**config.mk**
```make
export PLATFORM = sky130hd
export DESIGN_NAME = seq_shifter32
export DESIGN_NICKNAME = d
export VERILOG_FILES = /design/src/rtl/seq_shifter32_pkg.sv /design/src/rtl/seq_shifter32_step.sv /design/src/rtl/seq_shifter32.sv
export SDC_FILE = /design/constraint.sdc
export NUM_CORES = 1
export LEC_CHECK = 0
export CORE_ASPECT_RATIO = 1.2
export CORE_MARGIN = 8
export CORE_UTILIZATION = 45
export CTS_CLUSTER_DIAMETER = 60
export DETAILED_ROUTE_END_ITERATION = 16
export PLACE_DENSITY_LB_ADDON = 0.15
export SYNTH_ARGS = -nofsm -noshare
export SYNTH_HDL_FRONTEND = slang
export SYNTH_SLANG_ARGS = --single-unit
```
**constraint.sdc**
```tcl
create_clock -name clk -period 2.2 [get_ports clk]
set_clock_uncertainty 0.15 [all_clocks]
set_input_delay 0.66 -clock clk [delete_from_list [all_inputs] [get_ports clk]]
set_output_delay 0.66 -clock clk [all_outputs]
set_load 0.01 [all_outputs]
```
**src/rtl/seq_shifter32_pkg.sv**
```systemverilog
// Shared constants and state encoding for the multi-cycle shifter.
package seq_shifter32_pkg;
  localparam int WIDTH   = 32;
  localparam int SHAMT_W = 5;

  localparam logic [1:0] ALUC_SRA = 2'b00;
  localparam logic [1:0] ALUC_SRL = 2'b10;
  localparam logic [1:0] ALUC_SLL = 2'b01;  // 2'b11 decodes as SLL too

  typedef enum logic [1:0] {
    IDLE  = 2'd0,
    SHIFT = 2'd1,
    DONE  = 2'd2
  } state_t;
endpackage

```
**src/rtl/seq_shifter32_step.sv**
```systemverilog
// Single-position shift selected by the ALU operation code.
module shift_step32
  import seq_shifter32_pkg::*;
#(
  parameter int W = WIDTH
) (
  input  logic [W-1:0] d,
  input  logic [1:0]   op,
  output logic [W-1:0] q
);
  always_comb begin
    q = {d[W-2:0], 1'b0};
    case (op)
      ALUC_SRA: q = {d[W-1], d[W-1:1]};
      ALUC_SRL: q = {1'b0, d[W-1:1]};
      default:  q = {d[W-2:0], 1'b0};
    endcase
  end
endmodule

```
**src/rtl/seq_shifter32.sv**
```systemverilog
// Bit-serial shifter: one position per clock, valid/ready on both sides.
module seq_shifter32
  import seq_shifter32_pkg::*;
#(
  parameter int WIDTH   = seq_shifter32_pkg::WIDTH,
  parameter int SHAMT_W = seq_shifter32_pkg::SHAMT_W
) (
  input  logic               clk,
  input  logic               rst,
  input  logic               in_valid,
  output logic               in_ready,
  input  logic [WIDTH-1:0]   a,
  input  logic [SHAMT_W-1:0] b,
  input  logic [1:0]         aluc,
  output logic [WIDTH-1:0]   c,
  output logic               out_valid,
  input  logic               out_ready
);
  state_t             state, state_nxt;
  logic [WIDTH-1:0]   acc, acc_nxt, step;
  logic [SHAMT_W-1:0] cnt, cnt_nxt;
  logic [1:0]         op, op_nxt;

  shift_step32 #(.W(WIDTH)) u_step (.d(acc), .op(op), .q(step));

  always_ff @(posedge clk) begin
    if (rst) begin
      state <= IDLE;
      acc   <= '0;
      cnt   <= '0;
      op    <= '0;
    end else begin
      state <= state_nxt;
      acc   <= acc_nxt;
      cnt   <= cnt_nxt;
      op    <= op_nxt;
    end
  end

  always_comb begin
    state_nxt = state;
    acc_nxt   = acc;
    cnt_nxt   = cnt;
    op_nxt    = op;
    case (state)
      IDLE: begin
        if (in_valid) begin
          acc_nxt   = a;
          cnt_nxt   = b;
          op_nxt    = aluc;
          state_nxt = (b == '0) ? DONE : SHIFT;
        end
      end
      SHIFT: begin
        acc_nxt = step;
        cnt_nxt = cnt - 1'b1;
        // cnt==1 means this edge performs the final shift
        if (cnt == SHAMT_W'(1)) state_nxt = DONE;
      end
      DONE: begin
        if (out_ready) state_nxt = IDLE;
      end
      default: state_nxt = IDLE;
    endcase
  end

  assign in_ready  = (state == IDLE);
  assign out_valid = (state == DONE);
  assign c         = acc;
endmodule

```
Yosys cells after proc, flatten, opt, wreduce, memory -nomap -nowiden

Index checks and enable logic that the tools add are counted.

Flip-flop bits (word level): 41
Latch bits: 0
Bits in writable memories: 0
ROM bits: 0
Bits of input ports: 43
Output and inout port bits: 34
Word-level logic and storage cells: 32
Memories kept: 0

Add/subtract/negate cells: 1
Multipliers: 0
Divide/modulo/power cells: 0
$lt $le $gt $ge: 0
Equality and inequality tests: 8
Shift operators: 0
Muxes and demuxes: 10
Bitwise gates (word level): 0
Reduce and logical (&&, ||, !) cells: 8

Operators with widths:

| operator                                                           | number |
|---|---|
| 32-bit case mux with 2 select lines                                | 2 |
| 32-bit two-way mux                                                 | 1 |
| 5-bit case mux with 2 select lines                                 | 1 |
| 2-bit two-way mux                                                  | 4 |
| 2-bit != test, second input constant                               | 3 |
| 2-bit case mux with 3 select lines                                 | 1 |
| 3-bit AND reduction                                                | 2 |
| 5-bit by 1-bit == test with 1-bit output, second input constant    | 1 |
| 5-bit logical NOT                                                  | 1 |
| 5-bit two-way mux                                                  | 1 |
| 5-bit by 1-bit subtractor with 5-bit output, second input constant | 1 |
| 2-bit == test, second input constant                               | 2 |
| 2-bit logical NOT                                                  | 2 |
| 2-bit AND reduction                                                | 2 |
| 2-bit by 1-bit == test with 1-bit output, second input constant    | 1 |
| 2-bit by 1-bit != test with 1-bit output, second input constant    | 1 |
| 2-bit nonzero test                                                 | 1 |

Logic depth before layout (Yosys ltp)

Gate-level depths: netlist of the first run.

Depth after elaboration: 4
Gate-level depth with buffers: 5
Depth with buffers taken out: 5

By module

A second synthesis of the first run with hierarchy kept.

Cells, all modules: 244
Area, all modules: 2499.9 µm²

By module, submodules not included:

| module        | times used | cells an instance | area each (µm²) | sequential area each (µm²) |
|---|---|---|---|---|
| seq_shifter32 | 1          | 207               | 1975.6          | 820.8 |
| shift_step32  | 1          | 37                | 524.3           | 0.0 |

Worst setup path after synthesis of the first run

No wires, ideal clock.

Path type: input port to flip-flop
Start: in in_valid
End: reg cnt[4]
Library setup time: 132 ps
Arrival time: 1320 ps
Data required time: 1918 ps
Path slack: 598 ps
Stages on the path: 4
Path buffers: 1
Path through: or3b_1 > clkbuf_1 > o311ai_0 > a21oi_1

Word-level cells in the longest chain between the ends: 2

Ends and longest elaborated chain:

| what                                 | line                | text |
|---|---|---|
| from (decl)                          | seq_shifter32.sv:10 | `input logic in_valid,` |
| 2-bit != test (no source line)       | --                  |  |
| 2-bit AND reduction (no source line) | --                  |  |
| to (signal assigned)                 | seq_shifter32.sv:35 | `cnt <= cnt_nxt;` |
| to (decl)                            | seq_shifter32.sv:21 | `logic [SHAMT_W-1:0] cnt, cnt_nxt;` |

No other way between the ends.
A chain may end at the register's enable or synchronous reset.

Worst setup path in the final report of the first run

Start: reg state[0]
End: out in_ready

Word-level cells in the longest chain between the ends: 1

Ends and longest elaborated chain:

| what                   | line                | text |
|---|---|---|
| from (decl)            | seq_shifter32.sv:19 | `state_t state, state_nxt;` |
| from (signal assigned) | seq_shifter32.sv:33 | `state <= state_nxt;` |
| 2-bit logical NOT      | seq_shifter32.sv:67 | `assign in_ready = (state == IDLE);` |
| to (decl)              | seq_shifter32.sv:11 | `output logic in_ready,` |

No other way between the ends.

==> results of run 1 <==
## cell type report
type	instances	area, µm²
Tap cell	60	75.1
Clock inverter	1	30.0
Sequential cell	41	821
Inverter	4	15.0
Fill cell	434	1660
Clock buffer	7	86.3
Timing Repair Buffer	87	867
Multi-Input combinational cell	148	1280
## metrics by stage
stage / instance area (µm²) / TNS (ns)
after CTS: 3180 / 0
after global routing: 3180 / 0
final: 3180 / 0
after detailed placement: 3060 / -0.00491
after global placement: 3060 / 0
after floorplan: 2220 / 0
## tightest hold or removal path, cell delays in order (launching register included)
cell	delay, ns
dfxtp_1	0.31
nand2_1	0.05
a21oi_1	0.05
## kinds of logic after synthesis
logic type                 synth area share
adders and majority gates            0.0113
DFF                                   0.370
AOI/OAI and AO/OA                     0.195
muxes                                 0.292
buffers and inverters                0.0553
and+or+nand+nor                      0.0756
## cells in the mapped netlist (all sizes together)
cell / n / area [µm²]
a32oi: 2 / 17.5
nand2b: 1 / 6.26
or3: 2 / 12.5
nand2: 8 / 30.0
o21a: 2 / 15.0
ha: 2 / 25.0
nand3: 4 / 20.0
inv: 4 / 15.0
or3b: 2 / 17.5
o221a: 1 / 11.3
a21oi: 8 / 40.0
buf: 13 / 88.8
nand3b: 1 / 7.51
a311oi: 1 / 8.76
a31oi: 2 / 12.5
and4b: 1 / 10.0
o22ai: 1 / 6.26
nor2b: 3 / 18.8
a21boi: 1 / 7.51
a2bb2oi: 1 / 8.76
nor3: 2 / 10.0
a211oi: 1 / 7.51
o2bb2ai: 30 / 263
nor3b: 1 / 12.5
clkbuf: 5 / 18.8
o311ai: 1 / 8.76
mux2i: 31 / 310
dfxtp: 41 / 821
a221oi: 1 / 8.76
o21ba: 1 / 10.0
o211ai: 1 / 7.51
mux2: 30 / 338
nor2: 6 / 22.5
## flip-flops by register name, indices dropped and copies added, names as in the netlist
name / cells
op: 2
c: 32
cnt: 5
state: 2
## power by group through the flow
| stage | combinational [mW] | sequential, mW | clock [mW] |
|---|---|---|---|
| 2_1_floorplan | 0.334 | 0.923 | 0 |
| 3_3_place_gp | 0.628 | 0.914 | 0 |
| 3_5_place_dp | 0.633 | 0.913 | 0 |
| 4_1_cts | 0.636 | 0.897 | 0.642 |
| 5_1_grt | 0.681 | 0.910 | 0.673 |
| 6_report | 0.628 | 0.897 | 0.630 |
## layer usage
layer / track usage / vias to the layer above / wire length [µm] / share of wire
li1: - / 956 / - / -
met1: 0.190 / 913 / 2610 / 0.46
met2: 0.248 / 49 / 2680 / 0.47
met3: 0.0455 / 7 / 337 / 0.059
met4: 0.0593 / 0 / 82 / 0.014
met5: 0 / - / 0 / 0
## worst min path at each step
stage | from | to | slack [ns]
after floorplan | op[1] | op[1] | 0.28
after global routing | op[1] | op[1] | 0.35
after CTS | op[1] | op[1] | 0.31
after detailed placement | op[1] | op[1] | 0.30
final | op[1] | op[1] | 0.30
after global placement | op[1] | op[1] | 0.30
==> flow_metrics.py, run 1 <==
metrics = {
    "critical_path": {
        "crit_start": "state[0]",
        "max_stage_delay_ns": 0.55,
        "path_max_fanout": 3,
        "crit_family": "buffers and inverters",
        "r2r_slack_ns": 0.54,
        "r2r_start": "state[0]",
        "worst-path-buf-inv": 1,
        "cpMaxStageDelayCell": "clkdlybuf4s50_1",
        "crit_end": "in_ready",
        "path_class": "reg2out",
        "critPathArrivalTime_ns": 1.31,
        "r2r.worst_path.cells": 5,
        "critical_path_depth": 2,
        "startpoint_type": "register",
        "end_kind": "output port",
        "path_cells": "nor2_1 -> clkdlybuf4s50_1",
        "crit_required_ns": 1.39,
        "r2r_end": "c[25]",
    },
    "logic_synthesis": {
        "yosysWarningCount": 0,
        "synth_fp_nets": 256,
        "seq_area_frac_synth": 0.370,
        "synth-seq-cells": 41,
        "synth_area_um2": 2220,
        "synthCells": 211,
        "yosysUniqueCellTypes": 35,
        "synth_area_per_cell_um2": 10.5,
    },
    "drt": {
        "finalWirelength_um": 5710,
        "via_per_inst": 5.53,
        "drt_iter0_markers": 149,
        "wl_per_cell_um": 16.4,
        "drtPass1Iterations": 4,
        "antenna_left": 0,
        "vias": 1925,
        "drc_errors": 0,
    },
    "finish": {
        "most-common-layout-cells": "clkdlybuf4s50_1, dfxtp_1, mux2i_1",
        "layout-drive-gt1-share": 0.184,
        "final_common_cell": "clkdlybuf4s50_1",
        "area_growth_pct": 43.3,
        "fin_cells": 348,
        "final_util": 0.657,
        "n_antenna_cell": 0,
        "fin_nets": 332,
    },
    "power": {
        "p_sw_mw": 0.594,
        "comb_power_share": 0.291,
        "swShare": 0.276,
        "finalPower_mw": 2.15,
        "ir_drop_v": 0.000415,
        "p_seq_frac": 0.416,
        "clkPwrFrac": 0.292,
        "p_per_area_nw_per_um2": 678,
        "leakage_nw": 1.18,
        "internal-power_mw": 1.56,
    },
    "sta": {
        "worstMarginPinSlew_ns": 0.377,
        "fmaxAchievable_mhz": 473,
        "hold_viol": 0,
        "setup_violations": 0,
        "final.period_utilization": 0.962,
        "slew_violations": 0,
        "max_slew_margin": 0.747,
        "layout_setup_ws_ns": 0.0844,
        "rsz0062_at_grt": "false",
        "hold_ws_ns": 0.304,
        "min_period_ns": 2.12,
    },
    "cts": {
        "root_buffer": "clkbuf_8",
        "cts_tree": "yes",
        "htreeDepth": 2,
        "cts.sinks": 41,
        "cts_buffer_depth": 2,
        "cts_resized": 1,
        "ctsHoldBuffers": 0,
        "path_clk_slew_ns": 0.08,
        "cts_setup_buffers": 0,
        "numCtsBuffers": 5,
        "clk_latency_ns": 0.30,
    },
    "die": {
        "core_area_um2": 4830,
        "die_h_um": 92.9,
        "io_pins": 77,
        "start_util": 0.459,
        "rows": 28,
        "die_w_um": 80.1,
        "dieArea_um2": 7440,
    },
    "place": {
        "port_buffers": 76,
        "dpl.hpwl_um": 4140,
        "place_ws_ns": -0.00491,
        "place_inst": 340,
        "gp_congestion": 0.841,
    },
    "global_routing": {
        "grt_pass1_wl_um": 9380,
        "grt_overflow_total": 0,
        "grt_pass1_vias": 1947,
        "antenna_found_initial": 0,
        "track_usage": 0.155,
        "grt_max_degree": 31,
    },
    "min_path": {
        "hold_path.class": "reg2reg",
        "hold_depth": 2,
    },
    "outcome": {
        "outcome": "finished clean",
    },
    "run": {
        "drv_cap": 0,
    },
}
(Power assumes the default switching activity.)
==> run 2, diff against run 1 <==
Settings changed: CORE_UTILIZATION 45 to 49.
==> run 2 against run 1 <==
Critical path depth unchanged. Sequential cell count unchanged. Clock power hardly changed. Critical path type unchanged. Critical endpoint unchanged.
==> flow_metrics.py, run 2 (synthesis gave the netlist of run 1 again) <==
metrics = {
    "critical_path": {
        "crit_family": "buffers and inverters",
        "r2r.worst_path.cells": 5,
        "cpMaxStageDelayCell": "clkdlybuf4s50_1",
        "max_stage_delay_ns": 0.55,
        "critPathArrivalTime_ns": 1.28,
        "worst-path-buf-inv": 1,
        "path_max_fanout": 3,
        "critical_path_depth": 2,
        "path_cells": "nor2_1 -> clkdlybuf4s50_1",
        "end_kind": "output port",
        "startpoint_type": "register",
        "crit_required_ns": 1.39,
        "path_class": "reg2out",
    },
    "die": {
        "die_w_um": 77.4,
        "core_area_um2": 4460,
        "rows": 27,
        "io_pins": 77,
        "die_h_um": 89.7,
        "start_util": 0.497,
        "dieArea_um2": 6940,
    },
    "finish": {
        "layout-drive-gt1-share": 0.187,
        "largest_reg_flops": 32,
        "most-common-layout-cells": "clkdlybuf4s50_1, dfxtp_1, mux2i_1",
        "seqCellArea_um2": 821,
        "fin_cells": 347,
        "final_common_cell": "clkdlybuf4s50_1",
        "multiInputGateArea_um2": 1280,
        "stdcell_area_um2": 3180,
        "nFillCells": 403,
        "final_util": 0.714,
        "area_growth_pct": 43.6,
        "fin_nets": 333,
        "n_antenna_cell": 0,
    },
    "power": {
        "finalPower_mw": 2.15,
        "p_per_area_nw_per_um2": 676,
        "leakage_nw": 1.19,
        "ir_drop_v": 0.000441,
    },
    "place": {
        "port_buffers": 76,
        "gp_congestion": 0.846,
        "place_ws_ns": 0.0195,
        "placed_cell_area_um2": 3070,
        "dpl.hpwl_um": 4110,
        "place_inst": 339,
    },
    "drt": {
        "drc_errors": 0,
        "wl_met3_um": 415,
        "wl_per_cell_um": 16.2,
        "via_per_inst": 5.52,
        "vias": 1914,
        "finalWirelength_um": 5620,
        "antenna_left": 0,
        "drtPass1Iterations": 4,
        "met1Wirelength_um": 2470,
        "wl_met2_um": 2680,
        "drt_iter0_markers": 105,
        "top_layer": "met4",
    },
    "sta": {
        "slew_violations": 0,
        "hold_ws_ns": 0.315,
        "setup_violations": 0,
        "min_period_ns": 2.09,
        "layout_setup_ws_ns": 0.109,
        "final.period_utilization": 0.950,
        "hold_viol": 0,
        "rsz0062_at_grt": "false",
        "max_slew_margin": 0.772,
        "fmaxAchievable_mhz": 478,
        "worstMarginPinSlew_ns": 0.340,
        "finalSetupTns_ns": 0,
    },
    "cts": {
        "cts.sinks": 41,
        "cts_setup_buffers": 0,
        "numCtsBuffers": 5,
        "cts_tree": "yes",
        "cts_buffer_depth": 2,
        "ctsHoldBuffers": 0,
        "path_clk_slew_ns": 0.08,
        "htreeDepth": 2,
        "root_buffer": "clkbuf_8",
        "clk_latency_ns": 0.29,
    },
    "global_routing": {
        "antenna_found_initial": 0,
        "grt_max_degree": 31,
        "grt_overflow_total": 0,
        "grt_pass1_vias": 2019,
        "grt_pass1_wl_um": 9450,
        "track_usage": 0.166,
    },
    "min_path": {
        "hold_depth": 2,
        "hold_path.class": "reg2reg",
    },
    "outcome": {
        "outcome": "finished clean",
    },
    "run": {
        "drv_cap": 0,
    },
}
[run 2: layout make-up]
type,count,area share
multi-input cells,148,0.403
well taps,58,0.0228
repair buffers,88,0.275
flip-flops and latches,41,0.258
clock buffers,7,0.0271
clock inverters,1,0.00943
inverters,4,0.00472
[run 2: per-layer routing]
metal	vias up	global-route usage
li1	953	-
met1	899	0.190
met2	55	0.275
met3	7	0.0717
met4	0	0.0533
met5	-	0
[run 2: worst paths after layout]
check                start  endpoint  slack [ns]
setup reg to reg  state[0]     c[20]        0.58
hold / removal       op[1]     op[1]        0.31
setup / recovery  state[0]  in_ready        0.11
hold reg to reg      op[1]     op[1]        0.31
[run 2: worst reg2reg max path: cells and delay by family (launching register included)]
kind / cells / cell delay (ns)
buffers and inverters: 2 / 0.49
flip-flops: 1 / 0.36
multiplexers: 1 / 0.26
AND/OR/NAND/NOR: 1 / 0.17
AO/OA/AOI/OAI: 1 / 0.09
[run 2: power breakdown]
group	leakage [nW]	internal, mW	switching [mW]
registers	0.338	0.821	0.0733
clock network	0.0585	0.370	0.258
logic	0.792	0.370	0.258
total	1.19	1.56	0.589
[run 2: timing repair]
item,4_1_cts,5_1_grt
endpoints found under the hold margin,0,0
resized for setup,1,0
endpoints found under the setup margin,1,0
